**src/rtl/universal_shift_reg.sv**
```systemverilog
// universal_shift_reg: parametrised universal shift register with rotate
// modes, serial outputs and a counted burst mode.
//
// Ports:
//   CP     clock, all state changes on the rising edge
//   CR_n   asynchronous active-low clear
//   D      parallel load data
//   S      mode select (000 hold, 001 shr, 010 shl, 011 load,
//          100 ror, 101 rol, 11x hold)
//   DSR    serial in for right shift, enters at Q[WIDTH-1]
//   DSL    serial in for left shift, enters at Q[0]
//   CNT    burst step count, sampled together with START
//   START  burst request, level-sampled on CP
//   Q      register contents
//   SOR    Q[0]
//   SOL    Q[WIDTH-1]
//   BUSY   high while burst steps execute
//   DONE   one-cycle pulse after a burst completes
module universal_shift_reg #(
  parameter int WIDTH = 4,
  parameter int CNT_W = 4
) (
  input  logic             CP,
  input  logic             CR_n,
  input  logic [WIDTH-1:0] D,
  input  logic [2:0]       S,
  input  logic             DSR,
  input  logic             DSL,
  input  logic [CNT_W-1:0] CNT,
  input  logic             START,
  output logic [WIDTH-1:0] Q,
  output logic             SOR,
  output logic             SOL,
  output logic             BUSY,
  output logic             DONE
);

  typedef enum logic [1:0] {IDLE = 2'd0, RUN = 2'd1, FIN = 2'd2} state_t;

  state_t           state, state_nxt;
  logic [WIDTH-1:0] q;
  logic [CNT_W-1:0] cnt;
  logic [2:0]       op;
  logic [2:0]       op_sel;
  logic [WIDTH-1:0] q_op;

  // In RUN the latched op drives the datapath; elsewhere the live S does.
  // FIN never uses q_op, so the selection there is irrelevant.
  assign op_sel = (state == RUN) ? op : S;

  // Shared shift/rotate/load datapath for single-cycle and burst steps.
  always_comb begin
    q_op = q;
    case (op_sel)
      3'b001:  q_op = {DSR, q[WIDTH-1:1]};
      3'b010:  q_op = {q[WIDTH-2:0], DSL};
      3'b011:  q_op = D;
      3'b100:  q_op = {q[0], q[WIDTH-1:1]};
      3'b101:  q_op = {q[WIDTH-2:0], q[WIDTH-1]};
      default: q_op = q;
    endcase
  end

  // State register
  always_ff @(posedge CP or negedge CR_n) begin
    if (!CR_n) state <= IDLE;
    else       state <= state_nxt;
  end

  // Next-state logic
  always_comb begin
    state_nxt = state;
    case (state)
      IDLE:    if (START) state_nxt = (CNT == '0) ? FIN : RUN;
      // cnt==0 in RUN cannot occur normally; exit rather than spin.
      RUN:     if (cnt <= CNT_W'(1)) state_nxt = FIN;
      FIN:     state_nxt = IDLE;
      default: state_nxt = IDLE;
    endcase
  end

  // Outputs, decoded from registered state
  always_comb begin
    BUSY = (state == RUN);
    DONE = (state == FIN);
  end

  // Datapath registers: Q, step counter and latched burst op.
  always_ff @(posedge CP or negedge CR_n) begin
    if (!CR_n) begin
      q   <= '0;
      cnt <= '0;
      op  <= 3'b000;
    end else begin
      case (state)
        IDLE: begin
          if (START) begin
            // START wins over S; Q is left untouched on this edge.
            op  <= S;
            cnt <= CNT;
          end else begin
            q <= q_op;
          end
        end
        RUN: begin
          q <= q_op;
          if (cnt != '0) cnt <= cnt - CNT_W'(1);
        end
        default: ;
      endcase
    end
  end

  assign Q   = q;
  assign SOR = q[0];
  assign SOL = q[WIDTH-1];

endmodule

```
**config.mk**
```make
export PLATFORM = sky130hd
export DESIGN_NAME = universal_shift_reg
export DESIGN_NICKNAME = d
export VERILOG_FILES = /design/src/rtl/universal_shift_reg.sv
export SDC_FILE = /design/constraint.sdc
export NUM_CORES = 1
export LEC_CHECK = 0
export CORE_MARGIN = 5
export CORE_UTILIZATION = 40
export DETAILED_ROUTE_END_ITERATION = 7
export PLACE_DENSITY = 0.71
export SLEW_MARGIN = 30
export SYNTH_ARGS = -nofsm -noshare
export SYNTH_HDL_FRONTEND = slang
export SYNTH_SLANG_ARGS = --single-unit
```
**constraint.sdc**
```tcl
create_clock -name CP -period 2.8 [get_ports CP]
set_input_delay 0.56 -clock CP [delete_from_list [all_inputs] [get_ports CP]]
set_output_delay 0.56 -clock CP [all_outputs]
set_load 0.01 [all_outputs]
```
==> flow_summary.yaml <==
drt:
  wl_per_cell_um: 13.7
  drc_errors: 0
  vias: 791
  firstDrtPassIters: 4
  routed_wl_um: 2000
  drtIter0Drc: 13
  antenna_left: 0
  avgViaCountPerCell: 5.42
synth:
  synth_async_sr_flop_share: 1.00
  synth_edf_count: 0
  yosys.area.top_type: "dfrtp_1"
  syn_avg_cell_area_sq_um: 9.64
  ys_warn_count: 0
  synth_nets: 113
  synth.distinct_cells: 34
  ys_seq_elements: 13
  synthCells: 94
  synth_ff_type: "dfrtp_1"
  synth_seq_area_share: 0.359
  yosys.area.top_type_share: 0.359
  syn-cell-area_sq_um: 906
  synth_area_leaders: "dfrtp_1 36%, mux2_2 7.5%, ha_1 4.1%, inv_1 4.1%, a21oi_1 3.3%"
clock_tree:
  htree_levels: 1
  cts.sinks: 13
  hold_buffers: 0
  clkSlewWorstSetupHoldPaths_ns: 0.07
  cts_root_buf: "clkbuf_4"
  clock_latency_ns: 0.28
  cts_tree: "built"
  post_cts_buffers: 0
  clockBufferDepth: 2
  post_cts_resized: 0
  cts_buffers: 3
critical_path:
  worst-endpoint-required_ns: 2.24
  crit_fanout: 9
  worstPathArrival_ns: 1.83
  worstSetupPathType: "flop to output pin"
  cp-end-kind: "output pin"
  critPathLaunchType: "flop"
global_routing:
  grt_pass1_wl_um: 3460
  grt_antenna_before_repair: 0
  grt_start_max_net_pins: 14
  grt_usage: 0.132
  grt_pass1_vias: 792
  overflow: 0
finish:
  fin_area_sq_um: 1170
  num_antenna_cells: 0
  drive_above_1_share: 0.136
  final_cell_mix: "23 x clkdlybuf4s50_1, 13 x dfrtp_1, 10 x inv_1, 7 x nor2_1"
  fin_nets: 138
  syn_to_final_growth_pct: 29.7
  final_common_cell: "clkdlybuf4s50_1"
floorplan:
  dieArea_sq_um: 3320
  die_w_um: 57.6
  core_sq_um: 2190
  die-height_um: 57.6
  ioPinCount: 24
  start_util: 0.413
  fp-row-count: 17
sta:
  worst_slack_ns: 0.411
  min_period_ns: 2.39
  setup_viol: 0
  rsz0062_at_grt: "false"
  relSlewSlack: 0.579
  finalHoldViolCount: 0
  setup_tns_ns: 0
  period_share: 0.853
  tightest_slew_ns: 0.628
  finClkSkew_ns: 0.00141
  fmax_mhz: 419
  whs_ns: 0.529
  slew_violations: 0
run_status:
  status: "finished, final reports clean"
placed_design:
  place_hpwl_um: 1580
  dpl-instance-area_sq_um: 1150
  gp_congestion: 0.797
  pre_cts_ws_ns: 0.410
  numPortBuffers: 23
power:
  power_density_nw_per_um2: 1070
  worst_ir_drop_vdd_uv: 464
  p_leak_nw: 0.486
run:
  cap_violations: 0
min_path:
  hold_class: "flop to flop"
## logic make-up (layout without fill, tap and decap cells)
logic type / count (synthesis) / after routing / share of synthesized area
AOI/OAI and AO/OA: 27 / 27 / 0.222
and+or+nand+nor: 28 / 28 / 0.181
adders and majority gates: 3 / 3 / 0.0414
muxes: 9 / 9 / 0.122
DFF: 13 / 13 / 0.359
buffers and inverters: 14 / 38 / 0.0746
## layout make-up
| cell class | instances | area [sq um] |
|---|---|---|
| Fill cell | 205 | 1020 |
| Multi-Input combinational cell | 67 | 513 |
| Sequential cell | 13 | 325 |
| Timing Repair Buffer | 24 | 238 |
| Inverter | 10 | 37.5 |
| Tap cell | 28 | 35.0 |
| Clock buffer | 4 | 26.3 |
## synth_stat cells (all sizes together) (2+ instances only)
cell / instances
mux2: 6
inv: 10
nor3b: 3
ha: 3
o21ai: 6
o2bb2ai: 2
nor2b: 2
a32o: 2
a21oi: 6
nor3: 4
and4bb: 2
nand2: 4
a22oi: 3
nor2: 7
dfrtp: 13
buf: 3
nand3: 2
mux2i: 3
## per-stage QoR
step / utilization / cells / power (mW)
2_1_floorplan: - / 94 / 0.924
3_5_place_dp: 0.524 / 142 / 1.15
3_3_place_gp: 0.524 / 142 / 1.12
5_1_grt: 0.536 / 146 / 1.38
4_1_cts: 0.536 / 146 / 1.27
6_report: 0.536 / 146 / 1.26
## metal layers
| layer | global-route usage | wire length, um |
|---|---|---|
| met1 | 0.162 | 893 |
| met2 | 0.216 | 926 |
| met3 | 0.0317 | 151 |
| met4 | 0.0629 | 29 |
| met5 | 0 | 0 |
## registers in the layout, summed over array words and instances (netlist names)
register and cells:
state 2, op 3, Q 4, cnt 4
## power by group
group | internal, mW | switching (mW)
clock network | 0.0553 | 0.0599
registers | 0.285 | 0.110
logic | 0.393 | 0.359
total | 0.733 | 0.529
## worst paths after layout
path / startpoint / end / slack, ns / cells after the start
setup / recovery: state[1]$_DFFE_PN0P_ / BUSY / 0.41 / 3
hold / removal: cnt[1]$_DFFE_PN0P_ / cnt[1]$_DFFE_PN0P_ / 0.53 / 2
setup reg to reg: state[1]$_DFFE_PN0P_ / Q[0]$_DFFE_PN0P_ / 0.69 / 5
hold reg to reg: cnt[1]$_DFFE_PN0P_ / cnt[1]$_DFFE_PN0P_ / 0.53 / 2
max in group asynchronous: CR_n / op[2]$_DFFE_PN0P_ / 1.79 / 1
min in group asynchronous: CR_n / cnt[0]$_DFFE_PN0P_ / 0.64 / 1
## critical path: stages, from the launching register on
cell and delay, ns:
dfrtp_1 0.47, nand2b_1 0.34, inv_1 0.19, clkdlybuf4s50_1 0.55
No activity file was read; power rests on OpenSTA's default activity.
